<file path="config.mk">
export PLATFORM = sky130hd
export DESIGN_NAME = led_scan_controller
export DESIGN_NICKNAME = d
export VERILOG_FILES = /design/src/rtl/led_scan_controller.sv
export SDC_FILE = /design/constraint.sdc
export NUM_CORES = 1
export LEC_CHECK = 0
export BUFFER_PORTS_ARGS = -buffer_cell sky130_fd_sc_hd__buf_2
export CORE_UTILIZATION = 48
export DETAILED_ROUTE_END_ITERATION = 7
export GPL_TIMING_DRIVEN = 0
export PLACE_DENSITY_LB_ADDON = 0.08
export SETUP_SLACK_MARGIN = 0.4
export SYNTH_ARGS = -nofsm -noshare
export SYNTH_HDL_FRONTEND = slang
export SYNTH_SLANG_ARGS = --single-unit
</file>
<file path="constraint.sdc">
create_clock -name clk -period 2.05 [get_ports clk]
set_input_delay 0.3075 -clock clk [delete_from_list [all_inputs] [get_ports clk]]
set_output_delay 0.3075 -clock clk [all_outputs]
set_load 0.03 [all_outputs]
</file>
<file path="src/rtl/led_scan_controller.sv">
// Column-scan sequencer for an NxN LED array: double-buffers incoming frames,
// steps the column select with a fixed dwell, and blanks between columns.
module led_scan_controller #(
    parameter int N            = 5,
    parameter int DWELL_CYCLES = 1000,
    parameter int BLANK_CYCLES = 2
) (
    input  logic                 clk,
    input  logic                 rst_n,
    input  logic [N*N-1:0]       cells_in,
    input  logic                 cells_valid,
    output logic                 cells_ready,
    output logic                 ena,
    output logic [$clog2(N):0]   x,
    output logic [N*N-1:0]       cells_out,
    output logic                 frame_done
);

    localparam int XW      = $clog2(N) + 1;
    localparam int MAX_CNT = (DWELL_CYCLES > BLANK_CYCLES) ? DWELL_CYCLES : BLANK_CYCLES;
    localparam int CW      = (MAX_CNT > 1) ? $clog2(MAX_CNT) : 1;

    localparam logic [CW-1:0] LAST_DWELL = CW'(DWELL_CYCLES - 1);
    localparam logic [CW-1:0] LAST_BLANK = (BLANK_CYCLES > 0) ? CW'(BLANK_CYCLES - 1) : '0;
    localparam logic [XW-1:0] LAST_X     = XW'(N - 1);

    if (N < 1 || N > 8) begin : g_bad_n
        $error("led_scan_controller: N=%0d outside legal range 1..8", N);
    end
    if (DWELL_CYCLES < 1) begin : g_bad_dwell
        $error("led_scan_controller: DWELL_CYCLES=%0d must be >= 1", DWELL_CYCLES);
    end
    if (BLANK_CYCLES < 0) begin : g_bad_blank
        $error("led_scan_controller: BLANK_CYCLES=%0d must be >= 0", BLANK_CYCLES);
    end

    typedef enum logic [1:0] {IDLE, BLANK, DRIVE} state_e;

    state_e          state_q, state_d;
    logic [CW-1:0]   cnt_q, cnt_d;
    logic [XW-1:0]   x_q, x_d;
    logic [N*N-1:0]  pending_q, pending_d;
    logic            pending_full_q, pending_full_d;
    logic [N*N-1:0]  cells_out_q, cells_out_d;
    logic            cells_ready_q, cells_ready_d;
    logic            ena_q, ena_d;
    logic            frame_done_q, frame_done_d;

    logic last_blank, last_drive, last_col, accept;

    assign last_blank = (cnt_q == LAST_BLANK);
    assign last_drive = (cnt_q == LAST_DWELL);
    assign last_col   = (x_q == LAST_X);
    assign accept     = cells_valid && cells_ready_q;

    always_ff @(posedge clk) begin
        if (!rst_n) begin
            state_q        <= IDLE;
            cnt_q          <= '0;
            x_q            <= '0;
            pending_q      <= '0;
            pending_full_q <= 1'b0;
            cells_out_q    <= '0;
            cells_ready_q  <= 1'b1;
            ena_q          <= 1'b0;
            frame_done_q   <= 1'b0;
        end else begin
            state_q        <= state_d;
            cnt_q          <= cnt_d;
            x_q            <= x_d;
            pending_q      <= pending_d;
            pending_full_q <= pending_full_d;
            cells_out_q    <= cells_out_d;
            cells_ready_q  <= cells_ready_d;
            ena_q          <= ena_d;
            frame_done_q   <= frame_done_d;
        end
    end

    always_comb begin
        state_d = state_q;
        case (state_q)
            IDLE:    if (pending_full_q) state_d = (BLANK_CYCLES == 0) ? DRIVE : BLANK;
            BLANK:   if (last_blank)     state_d = DRIVE;
            DRIVE:   if (last_drive)     state_d = (BLANK_CYCLES == 0) ? DRIVE : BLANK;
            default:                     state_d = IDLE;
        endcase
    end

    // ena/ready are computed from next-state values so the registered copies
    // line up with the cycle the state/buffer actually holds.
    always_comb begin
        cnt_d          = cnt_q;
        x_d            = x_q;
        pending_d      = pending_q;
        pending_full_d = pending_full_q;
        cells_out_d    = cells_out_q;
        frame_done_d   = 1'b0;
        case (state_q)
            IDLE: begin
                if (pending_full_q) begin
                    cells_out_d    = pending_q;
                    pending_full_d = 1'b0;
                    x_d            = '0;
                    cnt_d          = '0;
                end
            end
            BLANK: begin
                cnt_d = last_blank ? '0 : cnt_q + 1'b1;
            end
            DRIVE: begin
                cnt_d = last_drive ? '0 : cnt_q + 1'b1;
                if (last_drive) begin
                    if (last_col) begin
                        x_d          = '0;
                        frame_done_d = 1'b1;
                        if (pending_full_q) begin
                            cells_out_d    = pending_q;
                            pending_full_d = 1'b0;
                        end
                    end else begin
                        x_d = x_q + 1'b1;
                    end
                end
            end
            default: begin
                cnt_d = '0;
            end
        endcase
        // Accept never coincides with a load/swap: ready is low while pending is full.
        if (accept) begin
            pending_d      = cells_in;
            pending_full_d = 1'b1;
        end
        ena_d         = (state_d == DRIVE);
        cells_ready_d = !pending_full_d;
    end

    assign cells_ready = cells_ready_q;
    assign ena         = ena_q;
    assign x           = x_q;
    assign cells_out   = cells_out_q;
    assign frame_done  = frame_done_q;

endmodule

</file>
# After elaboration in Yosys (flattened, before gate mapping)
# Index checks and enable logic that the tools add are counted.
# W data, S select, Z words.
[op_classes]
add_sub_neg = 2
multipliers = 0
n_div = 0
order_cmp = 0
n_eq_ne = 9
n_shift = 0
muxes = 21
bitwise_logic = 0
reduce_logical = 7
[ops]
columns = ["op", "n"]
rows = [
  ["$mux W25", 3],
  ["$pmux W25 S2", 1],
  ["$mux W10", 3],
  ["$pmux W10 S3", 1],
  ["$mux W4", 3],
  ["$add A10 B1 Y10 const B", 1],
  ["$eq A10 B1 Y1 const B", 1],
  ["$eq A10 B10 Y1 const B", 1],
  ["$reduce_and A3 Y1", 3],
  ["$pmux W4 S2", 1],
  ["$mux W2", 3],
  ["$ne A2 B2 Y1 const B", 3],
  ["$pmux W2 S3", 1],
  ["$add A4 B1 Y4 const B", 1],
  ["$eq A2 B2 Y1 const B", 2],
  ["$eq A4 B3 Y1 const B", 1],
  ["$mux W1", 4],
  ["$eq A2 B1 Y1 const B", 1],
  ["$logic_not A2 Y1", 1],
  ["$pmux W1 S2", 1],
  ["$reduce_bool A2 Y1", 1],
  ["$logic_and A1 B1 Y1", 1],
  ["$logic_not A1 Y1", 1],
]
[totals]
ff_bits = 70
latch_bits = 0
ramBits = 0
rom_bits = 0
input_bits = 28
out_inout_bits = 32
memories = 0

# Depth between registers and ports, before layout
# Gate-level depths: netlist of run 1.
[depth]
word_depth = 6
ltp_mapped = 9
depth_no_buf = 7

# Worst setup path after synthesis of run 1
# No wires, ideal clock.
[synth_timing]
path_type = "register to register"
from = "register cnt_q[0]"
to = "register cnt_q[5]"
arrival_ns = 1.925
t_required_ns = 1.929
setup_slack_ns = 0.004
stages_incl_launch_ff = 7
path_buffers = 0
path_cell_list = "dfxtp_1 > ha_1 > or4b_2 > nor4_1 > o22ai_1 > o21ai_2 > nor2_1"
[synth_between]
elab_chain_len = 3
[synth_lines]
columns = ["item", "line_no", "rtl"]
rows = [
  ["start, declared", "40", "logic [CW-1:0] cnt_q, cnt_d;"],
  ["start signal, assigned", "69", "cnt_q <= cnt_d;"],
  ["$add A10 B1 Y10, or another cell as far along", "109, 112", ""],
  ["$mux W10, on equally long branches", "112, 109", ""],
  ["$pmux W10 S3 *", "99", "case (state_q)"],
]
# Every way passes the cells marked *; elsewhere a longest branch is shown, timed or not.
# A chain may end at the register's enable or synchronous reset.

# Worst setup path after layout of run 1
[layout_timing]
from = "register cnt_q[3]"
to = "register x_q[0] (netlist: x[0])"
[layout_between]
elab_chain_len = 3
[layout_lines]
columns = ["item", "line_no", "rtl"]
rows = [
  ["$eq A10 B10 Y1", "52", "assign last_drive = (cnt_q == LAST_DWELL);"],
  ["$ne A2 B2 Y1 (no line)", "n/a", ""],
  ["$reduce_and A3 Y1 (no line)", "n/a", ""],
  ["end signal, assigned", "60", "x_q <= '0;"],
  ["end signal, assigned", "70", "x_q <= x_d;"],
  ["end, declared", "41", "logic [XW-1:0] x_q, x_d;"],
]
# No other way between the ends.

==> key figures, run 1 <==
Power
  • P_int: 2.519 mW
  • Clk pwr share: between 40% and 50%
  • PwrDens: 795.2 nW/um2
  • Combinational share of power: ~13%
  • Sequential share of power: ~43%
  • Switching portion of total power: approximately 24%
  • Max IR drop VDD: roughly 520 uV
  • Leak pwr: about 1.6 nW
  • NetSw: about 800 uW

Finish
  • Share of cells above drive strength 1: 36.47%
  • Synth-to-Final Area Change: 46.15%
  • Fin util: about three quarters
  • Non-filler cells, final: roughly 520
  • # diodes: 0
  • # nets final: about 480

Worst setup path
  • Crit path capture type: flop
  • Critical Path RT: 2.33 ns
  • Slowest-stage cell, CP: or3b_4
  • Startpoint Class: flop
  • Most frequent CP cell: buf_4
  • CP Max Fanout: 6
  • Crit-path cells: buf_6 > or3b_4 > o41ai_4 > buf_4 > nand2_4 > buf_4 > or3_4 > a21boi_2
  • Crit path DAT: 2.23 ns
  • Worst stage delay on the critical path: around 0.38 ns
  • Setup CP Type: reg -> reg
  • Worst R2R Path Depth: 8

STA
  • Post-route setup slack: approximately 0.094 ns
  • Setup TNS: 0 ns
  • Actual slew at the worst max-slew pin: about 0.85 ns
  • Setup-failing EPs final: 0
  • Final Hold Violating Endpoints: 0
  • Slew headroom: around 43%
  • Fin crit share: about 95%
  • Maximum clock rate: roughly 0.51 GHz
  • Post-layout min period: ~2.0 ns
  • RSZ-0062 raised after global routing: yes
  • Final Max Tran Viols: 0
  • Post-Route Skew: between 0.009 and 0.01 ns
  • Smallest hold slack: between 0.15 and 0.2 ns

Placement
  • Placed Instances: around 500
  • Pre-CTS WS: about 0.012 ns
  • HPWL after detailed placement: 4630 um
  • PortBufs: just under 60
  • GP Congestion: approximately 0.86

Route
  • Iter 0 DRT Violations: about 110
  • Antenna Nets Post-Route: 0
  • Pre-antenna DRT Iters: 4
  • Post-Route WL: ~7500 um
  • Residual DRC: 0
  • Via/cell ratio: around 5.4
  • Routed via count: around 2,800
  • Routed WL per cell: between 10 and 15 um

Clock network
  • Cts bufs inserted: 9
  • Clock root cell: clkbuf_8
  • Worst-skew pair later-pin latency: approximately 0.34 ns
  • CTS H-tree depth: 3
  • Clock transition at path regs: around 0.08 ns
  • CTS tree: done
  • Clock sink count: 70
  • Maximum root-to-sink buffer count: 2

Global routing
  • First-pass GRT wire length: around 12,000 um
  • M1 GR Usage: roughly 34%
  • Total gr overflow: 0
  • Initial antenna violation count: 0
  • Pin count of the biggest net entering global routing: 13
  • Busiest metal layer after global routing: met2
  • Global routing usage on met3: 4.713%
  • Number of global-route vias before repair: about 2,600
  • Grt met2 use: 38.19%
  • Gr usage total: around 25%

Die
  • I/O Pins: 60
  • Die height: around 80 um
  • FP Rows: 27
  • Die area: 6266 um2
  • CORE AREA: approximately 5600 um2
  • Initial Utilization: 50.96%
  • Die W: 79.16 um

Outcome
  • Status: completed

Job
  • Max_cap viols: 0

Synth
  • Synthesis-stage register bit count: 70
  • Synthesized area per cell: between 8 and 9 um2
  • Net Count, Synth: 391
  • Post-Syn Instances: about 360
  • Seq/Total Area, Yosys: 49.04%
  • Count of different cell masters after synthesis: slightly above 40
  • Synthesized cell area: ~2900 um2
  • Yosys warning count: 0

Min path
  • Hold Crit Class: in -> reg
  • Cells on Worst Hold Path: 3
path summary, 6_finish.rpt:
check / from / end / slack (ns)
worst min register to register: cells_out[23] / cells_out[23] / 0.45
worst max-delay path: cnt_q[3] / x[0] / 0.09
worst min-delay path: cells_in[11] / pending_q[11] / 0.19
worst max register to register: cnt_q[3] / x[0] / 0.09
worst max-delay path: cells and delay by family, from the launching register on:
| family | cells | cell delay [ns] |
|---|---|---|
| buffers and inverters | 3 | 0.43 |
| flip-flops | 1 | 0.32 |
| AO/OA/AOI/OAI | 2 | 0.38 |
| AND/OR/NAND/NOR | 3 | 0.76 |
power groups by stage:
stage	combinational (mW)	clock (mW)	sequential (mW)
2_1_floorplan	0.191	0	1.49
3_3_place_gp	0.301	0	1.46
3_5_place_dp	0.307	0	1.47
4_1_cts	0.389	1.47	1.43
5_1_grt	0.451	1.54	1.44
6_report	0.418	1.46	1.44
cell usage in the layout (no fill, tap or decap), types with 7 or more instances in the layout:
master / instances
buf_2: 59
nand3_4: 7
nand3_1: 8
a21oi_1: 27
buf_4: 10
clkbuf_1: 15
nand2_1: 93
o21ai_2: 9
nor2_1: 11
clkbuf_8: 9
dfxtp_1: 64
o21ai_1: 16
nand3_2: 20
cell usage after synthesis:
cell type  count  area, um2
a21boi_0       4      30.03
a21oi_1       27      135.1
a22oi_1        1      7.510
a31oi_1        1      6.260
and2_1         3      18.77
and3_1         2      12.51
and3_2         1      7.510
buf_2          4      20.02
buf_6          1      11.26
clkbuf_1      15      56.30
clkbuf_2       2      10.01
clkinv_1       1      3.750
dfxtp_1       70       1401
ha_1           8      100.1
inv_1          6      22.52
nand2_1       93      349.1
nand2_2        1      6.260
nand2b_1       3      18.77
nand3_1       35      175.2
nand3b_1       1      7.510
nand4_1        3      18.77
nor2_1        11      41.29
nor2b_1        3      18.77
nor3_1         6      30.03
nor3b_1        2      15.01
nor4_1         2      12.51
o211a_1        1      10.01
o211ai_1       1      7.510
o21a_1         1      7.510
o21ai_0       27      135.1
o21ai_1        4      20.02
o21ai_2        1      8.760
o22ai_1        1      6.260
o41ai_4        1      27.53
or2_2          1      6.260
or3_1          2      12.51
or3_2          1      7.510
or3b_4         1      11.26
or4_1          1      7.510
or4b_2         1      10.01
xnor2_1        5      43.79
cells by family (layout without fill, tap and decap cells):
kind of cell    count (synthesis)  in the layout  synth area share [%]
fa+ha+maj                       8              8                 3.503
buf+inv                        29            121                 4.334
compound gates                 70             70                 14.06
simple gates                  173            173                 27.54
flops                          70             70                 49.04
xor+xnor                        5              5                 1.532
flip-flops by register name (all words and copies together) (netlist names):
name	cells
cells_out	25
cells_ready	1
cnt_q	10
ena	1
frame_done	1
pending_full_q	1
pending_q	25
state_q	2
x	4
through the flow:
step	power, mW	area (um2)
2_1_floorplan	1.676	3095
3_3_place_gp	1.765	3481
3_5_place_dp	1.773	3481
4_1_cts	3.291	4045
5_1_grt	3.435	4177
6_report	3.321	4177
cell type report:
| class | instances | area [um2] |
|---|---|---|
| Buffer | 22 | 193.9 |
| Clock buffer | 10 | 127.6 |
| Clock inverter | 6 | 133.9 |
| Fill cell | 414 | 1431 |
| Inverter | 7 | 26.28 |
| Multi-Input combinational cell | 256 | 1663 |
| Sequential cell | 70 | 1414 |
| Tap cell | 72 | 90.09 |
| Timing Repair Buffer | 76 | 528.0 |
what timing repair did:
action | in CTS | in global routing
endpoints found under the setup margin | 42 | 44
pin swaps | 10 | 5
gates cloned | 4 | 0
resized for setup | 29 | 19
hold buffers | 0 | 0
setup buffers | 9 | 4
metal layers:
layer | wire length [um] | vias up
met3 | 308 | 13
li1 | - | 1384
met4 | 142 | 0
met2 | 3539 | 74
met1 | 3549 | 1310
met5 | 0 | -
No activity file was read; power rests on OpenSTA's default activity.
==> inputs of run 2 (changes only) <==
--- a/config.mk
+++ b/config.mk
@@ -6,9 +6,12 @@
 export NUM_CORES = 1
 export LEC_CHECK = 0
 export BUFFER_PORTS_ARGS = -buffer_cell sky130_fd_sc_hd__buf_2
+export CORE_ASPECT_RATIO = 0.75
 export CORE_UTILIZATION = 48
+export CTS_CLUSTER_DIAMETER = 80
 export DETAILED_ROUTE_END_ITERATION = 7
 export GPL_TIMING_DRIVEN = 0
+export MAX_ROUTING_LAYER = met4
 export PLACE_DENSITY_LB_ADDON = 0.08
 export SETUP_SLACK_MARGIN = 0.4
 export SYNTH_ARGS = -nofsm -noshare
==> run 2 against run 1 <==
Compared with the run above: register-to-register slack is essentially flat; clock-buffer cell count is the same; routed wire length grew 3.4%; flip-flop and latch count is the same; die area is essentially flat; combinational power is essentially flat; final area shrank 3.1%; global-route usage grew 0.68 points; utilization shrank 1.2 points; final cell count grew 0.77%.
==> key figures, run 2 (same netlist as run 1, synthesis figures left out) <==
Route
  • Met2 wire length: 3520 um (-0.54%)
  • Antenna Nets Post-Route: 0 (unchanged)
  • Post-Route M1 WL: 3732 um (+5.2%)
  • Met3 WL: 478 um (+55%)
  • Highest routed layer: met4
  • Routed via count: 2,746 (-1.3%)
  • Via/cell ratio: 5.250 (-2.0%)
  • Residual DRC: 0 (unchanged)
  • Routed WL per cell: 14.90 um (+2.6%)
  • Iter 0 DRT Violations: 134 (+26%)
  • Pre-antenna DRT Iters: 5 (+1)
  • Post-Route WL: 7793 um (+3.4%)

Clock network
  • Cts bufs inserted: 9 (unchanged)
  • Clock root cell: clkbuf_8
  • Clock transition at path regs: 0.08 ns (about the same)
  • Worst-skew pair later-pin latency: 0.36 ns (+0.02 ns)
  • CTS tree: done
  • Maximum root-to-sink buffer count: 2 (unchanged)
  • Clock sink count: 70 (unchanged)
  • CTS H-tree depth: 3 (unchanged)

Worst setup path
  • Most frequent CP cell: buf_12
  • Worst stage delay on the critical path: 0.40 ns (+0.02 ns)
  • Critical R2R Launch: cnt_q[3]
  • CP top delay family: simple AND/OR/NAND/NOR gates
  • Startpoint Class: flop
  • Crit-path cells: buf_6 > or3b_4 > o41ai_4 > and3_4 > buf_12 > buf_4 > buf_12 > nand3_2 > o21ai_1
  • Setup CP Type: reg -> reg
  • CP Max Fanout: 7 (+1)
  • CP bufs+invs: 4 (+1)
  • Setup slack, reg-to-reg: 0.09 ns (about the same)
  • Critical register-to-register path endpoint: cells_out[15]
  • Crit path capture type: flop
  • Worst R2R Path Depth: 9 (+1)
  • Crit path DAT: 2.25 ns (+0.02 ns)
  • Critical Path RT: 2.34 ns (about the same)
  • Slowest-stage cell, CP: or3b_4

Finish
  • Share of cells above drive strength 1: 36.83% (+0.37 points)
  • Post-route cell area: 4046 um2 (-3.1%)
  • # diodes: 0 (unchanged)
  • Synth-to-Final Area Change: 41.59%
  • Most frequent cells in the layout: nand2_1 (92), dfxtp_1 (63), buf_2 (59), a21oi_1 (26), nand3_2 (24)
  • # nets final: 479 (+0.21%)
  • Commonest non-fill, non-tap cell in the layout: nand2_1
  • Non-filler cells, final: 523 (+0.77%)

Placement
  • PortBufs: 59 (unchanged)
  • Pre-CTS WS: -0.04042 ns (-0.05267 ns)
  • GP Congestion: 0.8480 (-1.6%)
  • Placed Instances: 489 (+0.62%)
  • Post-DP Area: 3485 um2 (+0.11%)
  • HPWL after detailed placement: 4865 um (+5.1%)

Global routing
  • Number of global-route vias before repair: 2,447 (-6.1%)
  • Gr usage total: 25.90% (+0.68 points)
  • Total gr overflow: 0 (unchanged)
  • Pin count of the biggest net entering global routing: 13 (unchanged)
  • Initial antenna violation count: 0 (unchanged)
  • First-pass GRT wire length: 11,960 um (-1.3%)

Min path
  • Hold Crit Class: in -> reg
  • Hold Startpoint: cells_in[11]
  • Hold path endpoint: pending_q[11]
  • Cells on Worst Hold Path: 3 (unchanged)

STA
  • Fin crit share: 95.76% (+0.35 points)
  • RSZ-0062 raised after global routing: yes
  • Setup-failing EPs final: 0 (unchanged)
  • Setup TNS: 0 ns (unchanged)
  • Actual slew at the worst max-slew pin: 0.7930 ns (-0.06021 ns)
  • Slew headroom: 47.13% (+4.0 points)
  • Final Max Tran Viols: 0 (unchanged)
  • Post-route setup slack: 0.08686 ns (-0.007081 ns)
  • Maximum clock rate: 0.5094 GHz (-0.36%)
  • Post-Route Skew: 0.006332 ns (-0.002914 ns)
  • Post-layout min period: 1.963 ns (+0.007081 ns)
  • Smallest hold slack: 0.1802 ns (-0.01073 ns)
  • Final Hold Violating Endpoints: 0 (unchanged)

Die
  • FP Rows: 23 (-15%)
  • Die W: 91.10 um (+15%)
  • Die height: 68.82 um (-13%)
  • I/O Pins: 60 (unchanged)
  • Initial Utilization: 51.72% (+0.76 points)
  • CORE AREA: 5525 um2 (-1.5%)
  • Die area: 6269 um2 (about the same)

Job
  • Max_cap viols: 0 (unchanged)

Outcome
  • Status: completed

Power
  • PwrDens: 708.0 nW/um2 (-11%)
  • Max IR drop VDD: 503.7 uV (-3.4%)
  • Leak pwr: 1.574 nW (-3.0%)
run 2: changes by cell type in the layout (fill, tap and decap cells not counted), sizes merged:
cell | before | now
clkinv | 3 | 4
bufinv | 4 | 0
clkinvlp | 0 | 3
buf | 81 | 82
run 2: area by class of cell:
class | instances | area, um2
clock buffers | 10 | 137.6
well taps | 75 | 93.84
multi-input cells | 256 | 1623
flip-flops and latches | 70 | 1415
clock inverters | 6 | 37.54
plain buffers | 22 | 182.7
repair buffers | 77 | 530.5
fillers | 443 | 1479
inverters | 7 | 26.28
run 2: worst min-delay path, cell delays in order:
cell	delay [ns]
buf_2	0.10
nand2_1	0.04
a21oi_1	0.05
run 2: how the worst max path moves through the flow:
stage	start	to	slack, ns	cells after the start
final	cnt_q[3]	cells_out[15]	0.09	9
after global routing	cnt_q[3]	cells_out[15]	-0.004	9
after CTS	cnt_q[3]	cells_out[2]	0.11	9
after detailed placement	cnt_q[1]	cnt_q[6]	-0.04	7
after global placement	cnt_q[0]	cnt_q[9]	-0.01	6
after floorplan	cnt_q[1]	cnt_q[5]	0.21	7
run 2: power breakdown:
part	internal, mW	total, mW	switching, mW
registers	1.40	1.44	0.0342
logic	0.181	0.417	0.237
clock network	0.464	1.01	0.547
run 2: through the flow:
step	util [%]	power (mW)
2_1_floorplan	-	1.676
3_3_place_gp	63.07	1.767
3_5_place_dp	63.07	1.775
4_1_cts	70.27	2.827
5_1_grt	73.23	2.969
6_report	73.23	2.865
run 2: repair_timing:
action                     in CTS  in global routing
resized for setup              21                 25
setup endpoints to repair      43                 44
pin swaps                       3                  1
gates cloned                    3                  1
hold buffers                    0                  0
buffers inserted                7                  7
run 2: layer usage:
layer / global-route usage, % / up-vias
met5: - / -
li1: - / 1377
met4: 6.548 / 0
met3: 8.772 / 8
met1: 33.60 / 1286
met2: 39.11 / 75
